===== src/rtl/reg_display_scan.sv =====
// reg_display_scan: walks the CPU register-select through all 32 registers and
// shows the selected value as 8 hex digits on a multiplexed, active-low
// 7-segment display. One register value is captured per display frame.
//
// Parameters:
//   SCAN_DIV  clk cycles per digit slot (>= 2)
//   STEP_DIV  clk cycles per register advance (>= 2)
// Ports:
//   clk       system clock (shared with the CPU)
//   rst       asynchronous, active-high reset
//   pause     holds reg_sel while high; lights the dp on digit 7
//   reg_data  register value for the current reg_sel (combinational from CPU)
//   reg_sel   register index presented to the CPU (registered)
//   an        digit enables, active-low, one-hot
//   seg       segments, active-low; seg[6:0] = g..a, seg[7] = decimal point
// Build option:
//   REGDISP_BLANK_EN  when defined, leading zero digits (other than digit 0)
//                     are blanked.
module reg_display_scan #(
  parameter int unsigned SCAN_DIV = 50000,
  parameter int unsigned STEP_DIV = 100000000
) (
  input  logic        clk,
  input  logic        rst,
  input  logic        pause,
  input  logic [31:0] reg_data,
  output logic [4:0]  reg_sel,
  output logic [7:0]  an,
  output logic [7:0]  seg
);

  localparam int unsigned SCAN_W = $clog2(SCAN_DIV);
  localparam int unsigned STEP_W = $clog2(STEP_DIV);
  localparam logic [SCAN_W-1:0] SCAN_LAST = SCAN_W'(SCAN_DIV - 1);
  localparam logic [STEP_W-1:0] STEP_LAST = STEP_W'(STEP_DIV - 1);

  logic [SCAN_W-1:0] scan_cnt;
  logic [STEP_W-1:0] step_cnt;
  logic [2:0]        digit;
  logic [31:0]       disp_val;

  logic              scan_tick_c;
  logic              step_tick_c;
  logic [3:0]        nibble_c;
  logic [7:0]        hex_c;
  logic              blank_c;
  logic [7:0]        an_c;
  logic [7:0]        seg_c;

  assign scan_tick_c = (scan_cnt == SCAN_LAST);
  assign step_tick_c = (step_cnt == STEP_LAST);
  assign nibble_c    = disp_val[{digit, 2'b00} +: 4];

  // Hex to active-low segments, dp off.
  always_comb begin
    hex_c = 8'hFF;
    case (nibble_c)
      4'h0: hex_c = 8'hC0;
      4'h1: hex_c = 8'hF9;
      4'h2: hex_c = 8'hA4;
      4'h3: hex_c = 8'hB0;
      4'h4: hex_c = 8'h99;
      4'h5: hex_c = 8'h92;
      4'h6: hex_c = 8'h82;
      4'h7: hex_c = 8'hF8;
      4'h8: hex_c = 8'h80;
      4'h9: hex_c = 8'h90;
      4'hA: hex_c = 8'h88;
      4'hB: hex_c = 8'h83;
      4'hC: hex_c = 8'hC6;
      4'hD: hex_c = 8'hA1;
      4'hE: hex_c = 8'h86;
      default: hex_c = 8'h8E;
    endcase
  end

  // A digit is a leading zero when every nibble from it upward is zero.
`ifdef REGDISP_BLANK_EN
  assign blank_c = (digit != 3'd0) && ((disp_val >> {digit, 2'b00}) == 32'd0);
`else
  assign blank_c = 1'b0;
`endif

  // Next display drive from the current digit index and captured value.
  always_comb begin
    an_c       = ~(8'b0000_0001 << digit);
    seg_c      = 8'hFF;
    seg_c[6:0] = blank_c ? 7'h7F : hex_c[6:0];
    seg_c[7]   = ~(pause && (digit == 3'd7));
  end

  // Scan and step counters, frame snapshot, registered outputs.
  always_ff @(posedge clk or posedge rst) begin
    if (rst) begin
      scan_cnt <= '0;
      step_cnt <= '0;
      digit    <= 3'd0;
      disp_val <= 32'd0;
      reg_sel  <= 5'd0;
      an       <= 8'hFF;
      seg      <= 8'hFF;
    end else begin
      an  <= an_c;
      seg <= seg_c;

      if (scan_tick_c) begin
        scan_cnt <= '0;
        digit    <= digit + 3'd1;
        // Capture on the 7->0 wrap so each frame shows one register value;
        // reg_data still reflects the pre-edge reg_sel here.
        if (digit == 3'd7) begin
          disp_val <= reg_data;
        end
      end else begin
        scan_cnt <= scan_cnt + SCAN_W'(1);
      end

      // The step counter free-runs; pause only gates the increment.
      if (step_tick_c) begin
        step_cnt <= '0;
        if (!pause) begin
          reg_sel <= reg_sel + 5'd1;
        end
      end else begin
        step_cnt <= step_cnt + STEP_W'(1);
      end
    end
  end

endmodule

===== config.mk =====
export PLATFORM = sky130hd
export DESIGN_NAME = reg_display_scan
export DESIGN_NICKNAME = d
export VERILOG_FILES = /design/src/rtl/reg_display_scan.sv
export SDC_FILE = /design/constraint.sdc
export NUM_CORES = 1
export LEC_CHECK = 0
export BUFFER_PORTS_ARGS = -buffer_cell sky130_fd_sc_hd__buf_2
export CAP_MARGIN = 40
export CORE_ASPECT_RATIO = 0.9
export CORE_MARGIN = 4
export CORE_UTILIZATION = 50
export DETAILED_ROUTE_END_ITERATION = 6
export PLACE_DENSITY = 0.7
export SYNTH_ARGS = -nofsm -noshare
export SYNTH_HDL_FRONTEND = slang
export SYNTH_SLANG_ARGS = --single-unit

===== constraint.sdc =====
create_clock -name clk -period 8.25 [get_ports clk]
set_input_delay 1.2375 -clock clk [delete_from_list [all_inputs] [get_ports clk]]
set_output_delay 1.2375 -clock clk [all_outputs]
set_load 0.005 [all_outputs]

==> results_dict.tcl, run 1 <==
set metrics [dict create \
    clkPwrFrac_pct 37.0 \
    outcome "completed" \
    syn_to_final_growth_pct 12.9 \
    clock_sinks 99 \
    arrival_ns 2.93 \
    antenna_found_initial 0 \
    ant_nets 0 \
    coreArea_um2 8770 \
    ys_types 45 \
    hold_start "reg_sel[4]$_DFFE_PP0P_" \
    end_kind "flip-flop" \
    dpl.hpwl_mm 6.11 \
    timing.fmax_mhz 378 \
    cts_buffers 9 \
    hold_slack_ns 0.476 \
    fin_crit_sh_pct 32.1 \
    register_area_um2 2500 \
    hold_viol 0 \
    die_h_um 99.0 \
    cts_setup_buffers 0 \
    gp_congestion 0.810 \
    layout.nets 483 \
    global_route.overflow_total 0 \
    switching_share_pct 23.5 \
    fin_worst_skew_ns 0.0170 \
    tightest_slew_ns 0.808 \
    cap_violations 0 \
    firstDrtPassIters 4 \
    multi_input_area_um2 1990 \
    start_kind "flip-flop" \
    relSlewSlack_pct 46.1 \
    synthCells 376 \
    synth_area_leaders "dfrtp_1, dfstp_2, mux2_1" \
    rows 32 \
    power_density_nw_per_um2 167 \
    cts_buffer_depth 2 \
    rsz0062_at_grt "false" \
    drcViolationCount 0 \
    finalSetupTns_ns 0 \
    cts_root_buffer "clkbuf_8" \
    syn_nets 425 \
    path_max_fanout 11 \
    synth_edf_count 0 \
    reg2reg_slack_ns 5.60 \
    ctsHoldBuffers 0 \
    power.internal_w 0.000664 \
    avgSynthCellArea_um2 12.2 \
    crit_start "digit[0]$_DFFE_PP0N_" \
    yosys_warnings 0 \
    grt_pass1_vias 3064 \
    setup_violations 0 \
    synth_seq_cells 99 \
    drv_slew 0 \
    min_period_ns 2.65 \
    io_buffers 55 \
    yosys.area.top_type_share_pct 45.2 \
    mostFrequentLayoutCells "dfrtp_1, buf_2, nand2_1, mux2_1, nor2_1" \
    postSynth.asyncResetShare_pct 100 \
    reg2reg_depth 6 \
    route.detailed.wl_per_inst_um 15.0 \
    start_util_pct 52.4 \
    cts_tree "yes" \
    p_leak_nw 2.31 \
    dieArea_um2 10800 \
    drive_above_1_share_pct 24.4 \
    hold_path_depth 1 \
    clkTransAtPathRegs_ns 0.09 \
    pwr-share-seq_pct 58.0 \
    worstHoldEndpoint "reg_sel[4]$_DFFE_PP0P_" \
    drtIter0Drc 115 \
    grt_max_degree 68 \
    dieWidth_um 109 \
    ioPinCount 56 \
    grt_usage_pct 16.7 \
    yosysTopAreaCell "dfrtp_1" \
    insertion_delay_ns 0.36 \
    fillers 706 \
    hold_class "reg2reg" \
    grt_pass1_wl_mm 14.4 \
    synth_flop_cell "dfrtp_1" \
    n_antenna_cell 0 \
    post_cts_resized 0 \
    routed_wl_mm 8.37 \
    rr_endpoint "seg[0]$_DFF_PP1_" \
    path_class "reg2reg" \
    p_comb_share_pct 5.0 \
    synth_seq_area_share_pct 54.3 \
    vias_per_cell 5.34 \
    rr_startpoint "digit[0]$_DFFE_PP0N_" \
    htree_levels 3 \
    ir_drop_v 0.000103 \
    cp.required_ns 8.53 \
    power.net_switching_w 0.000204 \
    final_common_cell "dfrtp_1" \
    num_vias 2981 \
    synthesis.area_um2 4600 \
]
-- how the worst max path moves through the flow --
stage,end,slack [ns],cells past startpoint
3_5_place_dp,seg[0]$_DFF_PP1_,5.60,6
5_1_grt,seg[0]$_DFF_PP1_,5.41,6
4_1_cts,seg[0]$_DFF_PP1_,5.59,6
6_report,seg[0]$_DFF_PP1_,5.60,6
2_1_floorplan,digit[0]$_DFFE_PP0N_,4.45,1
3_3_place_gp,step_cnt[25]$_DFF_PP0_,5.68,3
-- synth_stat cells (2+ instances only) --
| master | number |
|---|---|
| xnor2_1 | 22 |
| nor4b_1 | 3 |
| o31ai_1 | 3 |
| a22o_1 | 2 |
| dfstp_2 | 16 |
| a21oi_1 | 6 |
| nor4bb_1 | 2 |
| mux2_1 | 33 |
| nor3_2 | 2 |
| and3_1 | 11 |
| nand4_1 | 8 |
| o21ai_1 | 10 |
| nor2_1 | 27 |
| buf_2 | 8 |
| dfrtp_1 | 83 |
| xor2_1 | 14 |
| nor2b_1 | 4 |
| a22oi_1 | 3 |
| inv_1 | 11 |
| mux4_2 | 8 |
| mux2i_1 | 10 |
| nor3_1 | 6 |
| ha_1 | 14 |
| nand2_1 | 33 |
| nand3_1 | 17 |
-- worst max-delay path: stages (launching register included) --
cell and delay (ns):
dfrtp_1 0.71, mux4_2 0.57, mux2i_1 0.52, inv_1 0.16
ha_1 0.30, a22oi_1 0.22, o31ai_1 0.10
-- flip-flops by register name (all words and copies together) (netlist names) --
signal and count:
reg_sel 5, disp_val 32, seg 8, scan_cnt 16, an 8, step_cnt 27, digit 3
-- metal layers --
layer | GRT usage [%] | vias up | share of wire (%)
met5 | 0 | - | 0
met4 | 4.66 | 0 | 0.97
met3 | 3.60 | 9 | 4.0
met2 | 26.3 | 53 | 47
met1 | 23.4 | 1488 | 48
li1 | - | 1431 | -
-- power by group through the flow --
stage	Clock (W)	Sequential, W	Combinational [W]
6_report	0.000321	0.000504	0.0000432
5_1_grt	0.000353	0.000505	0.0000495
4_1_cts	0.000332	0.000504	0.0000446
3_5_place_dp	0	0.000513	0.0000446
3_3_place_gp	0	0.000513	0.0000426
2_1_floorplan	0	0.000511	0.0000262
-- logic make-up (layout without fill, tap and decap cells) --
| logic type | after synthesis | after routing | share of synthesized area [%] |
|---|---|---|---|
| buffers and inverters | 23 | 86 | 2.34 |
| adders and majority gates | 14 | 14 | 3.81 |
| and+or+nand+nor | 121 | 121 | 13.6 |
| AOI/OAI and AO/OA | 30 | 30 | 4.11 |
| xor gates and xnor gates | 36 | 36 | 6.86 |
| muxes | 53 | 53 | 15.0 |
| DFF | 99 | 99 | 54.3 |
-- per-stage QoR --
stage | setup slack [ns] | total power [W] | instance area [µm²] | cells | utilization (%)
after global routing | 5.41 | 0.000907 | 5190 | 558 | 59.2
final | 5.60 | 0.000867 | 5190 | 558 | 59.2
after global placement | 5.68 | 0.000555 | 4980 | 541 | 56.7
after CTS | 5.59 | 0.000880 | 5190 | 558 | 59.2
after floorplan | 4.45 | 0.000538 | 4600 | 376 | -
after detailed placement | 5.60 | 0.000558 | 4980 | 542 | 56.8
-- layout make-up --
type	instances	area share (%)
clock inverter	7	1.59
timing repair buffer	58	5.74
inverter	12	0.892
tap	119	2.87
clock buffer	9	2.39
sequential	99	48.1
multi-input combinational	254	38.4
No activity file was read; power rests on OpenSTA's default activity.
==> inputs of run 2 (changes only) <==
- PLACE_DENSITY: 0.7 -> 0.73
- clock period: 8.25 -> 2.4 ns (I/O delays scaled with it)
==> results_dict.tcl, run 2 (synthesis results as in run 1) <==
set metrics [dict create \
    cap_violations 0 \
    hold_viol 0 \
    path_max_fanout 8 \
    grt_pass1_vias 2994 \
    rr_endpoint "seg[0]$_DFF_PP1_" \
    rows 32 \
    global_route.overflow_total 0 \
    coreArea_um2 8770 \
    arrival_ns 2.40 \
    setup_violations 0 \
    start_kind "flip-flop" \
    rr_startpoint "digit[0]$_DFFE_PP0N_" \
    end_kind "flip-flop" \
    drtIter0Drc 146 \
    layout.nets 489 \
    drcViolationCount 0 \
    utilization_pct 59.9 \
    dieArea_um2 10800 \
    clkTransAtPathRegs_ns 0.09 \
    reg2reg_slack_ns 0.29 \
    htree_levels 3 \
    cts_buffers 9 \
    hold_class "in2async" \
    n_antenna_cell 0 \
    path_class "reg2reg" \
    clock_sinks 99 \
    drv_slew 0 \
    mostFrequentLayoutCells "dfrtp_1, buf_2, nand2_1, mux2_1, nor2_1" \
    tightest_slew_ns 0.656 \
    ant_nets 0 \
    ir_drop_v 0.000399 \
    routed_wl_mm 8.51 \
    reg2reg_depth 6 \
    largest_register_ffs 32 \
    top_register "disp_val" \
    io_buffers 55 \
    timing.fmax_mhz 474 \
    ctsHoldBuffers 0 \
    route.detailed.wl_per_inst_um 15.1 \
    fin_worst_skew_ns 0.00973 \
    cts_root_buffer "clkbuf_8" \
    post_cts_resized 0 \
    ioPinCount 56 \
    cts_buffer_depth 2 \
    drive_above_1_share_pct 24.9 \
    cts_tree "yes" \
    p_leak_nw 2.35 \
    grt_usage_pct 17.0 \
    fin_crit_sh_pct 87.9 \
    dieWidth_um 109 \
    num_vias 3005 \
    start_util_pct 52.4 \
    cts_setup_buffers 0 \
    die_h_um 99.0 \
    top_regs "disp_val (32), step_cnt (27), scan_cnt (16)" \
    relSlewSlack_pct 55.9 \
    dpl.hpwl_mm 6.30 \
    outcome "completed" \
    syn_to_final_growth_pct 14.2 \
    rsz0062_at_grt "false" \
    gp_congestion 0.849 \
    grt_max_degree 71 \
    insertion_delay_ns 0.37 \
    final_common_cell "dfrtp_1" \
    cp.required_ns 2.69 \
    antenna_found_initial 0 \
    finalSetupTns_ns 0 \
    fillers 695 \
    min_period_ns 2.11 \
    power_density_nw_per_um2 561 \
    grt_pass1_wl_mm 14.3 \
    vias_per_cell 5.33 \
    firstDrtPassIters 4 \
]
## run 2: changes by cell type in the layout (fill, tap and decap cells not counted), sizes merged
cell	delta
buf	+6
inv	-3
clkbuf	+3
## run 2: routing by layer
metal | track usage (%) | wire length, µm
met3 | 5.50 | 464
met1 | 23.0 | 3860
met2 | 26.9 | 4110
met4 | 3.79 | 74
met5 | 0 | 0
## run 2: critical path: stages, from the launching register on
cell and delay, ns:
dfrtp_1 0.50, buf_4 0.24, mux4_2 0.52, mux2_4 0.33, and2_4 0.16, a22oi_1 0.18, o31ai_1 0.10
## run 2: stage by stage
| step | hold WS, ns | total power [W] | cell area (µm²) | std cells | setup slack (ns) |
|---|---|---|---|---|---|
| final | 0.0883 | 0.00295 | 5250 | 564 | 0.290 |
| after global routing | 0.101 | 0.00309 | 5250 | 564 | 0.136 |
| after CTS | 0.0945 | 0.00298 | 5250 | 564 | 0.276 |
| after detailed placement | 0.459 | 0.00192 | 5060 | 548 | 0.298 |
| after global placement | 0.459 | 0.00192 | 5060 | 548 | 0.354 |
| after floorplan | 0.403 | 0.00185 | 4600 | 376 | 0.361 |
## run 2: power by group
| part | switching, W | internal [W] |
|---|---|---|
| sequential | 0.0000188 | 0.00171 |
| clock | 0.000549 | 0.000511 |
| combinational | 0.0000806 | 0.0000752 |
| total | 0.000648 | 0.00230 |
## run 2: layout make-up
type | instances | area, µm² | area share [%]
clock buffer | 12 | 145 | 2.76
clock inverter | 4 | 51.3 | 0.977
inverter | 12 | 48.8 | 0.929
multi-input combinational | 254 | 1990 | 37.9
sequential | 99 | 2500 | 47.5
tap | 119 | 149 | 2.83
timing repair buffer | 64 | 368 | 7.00
## run 2: how the worst max path moves through the flow
stage                               from                to  slack (ns)  cells after the start
finish              digit[0]$_DFFE_PP0N_  seg[0]$_DFF_PP1_        0.29                      6
floorplan           digit[0]$_DFFE_PP0N_  seg[0]$_DFF_PP1_        0.36                      7
global route        digit[0]$_DFFE_PP0N_  seg[0]$_DFF_PP1_        0.14                      6
CTS                 digit[0]$_DFFE_PP0N_  seg[0]$_DFF_PP1_        0.28                      6
detailed placement  digit[0]$_DFFE_PP0N_  seg[0]$_DFF_PP1_        0.30                      6
global placement    digit[0]$_DFFE_PP0N_  seg[0]$_DFF_PP1_        0.35                      6
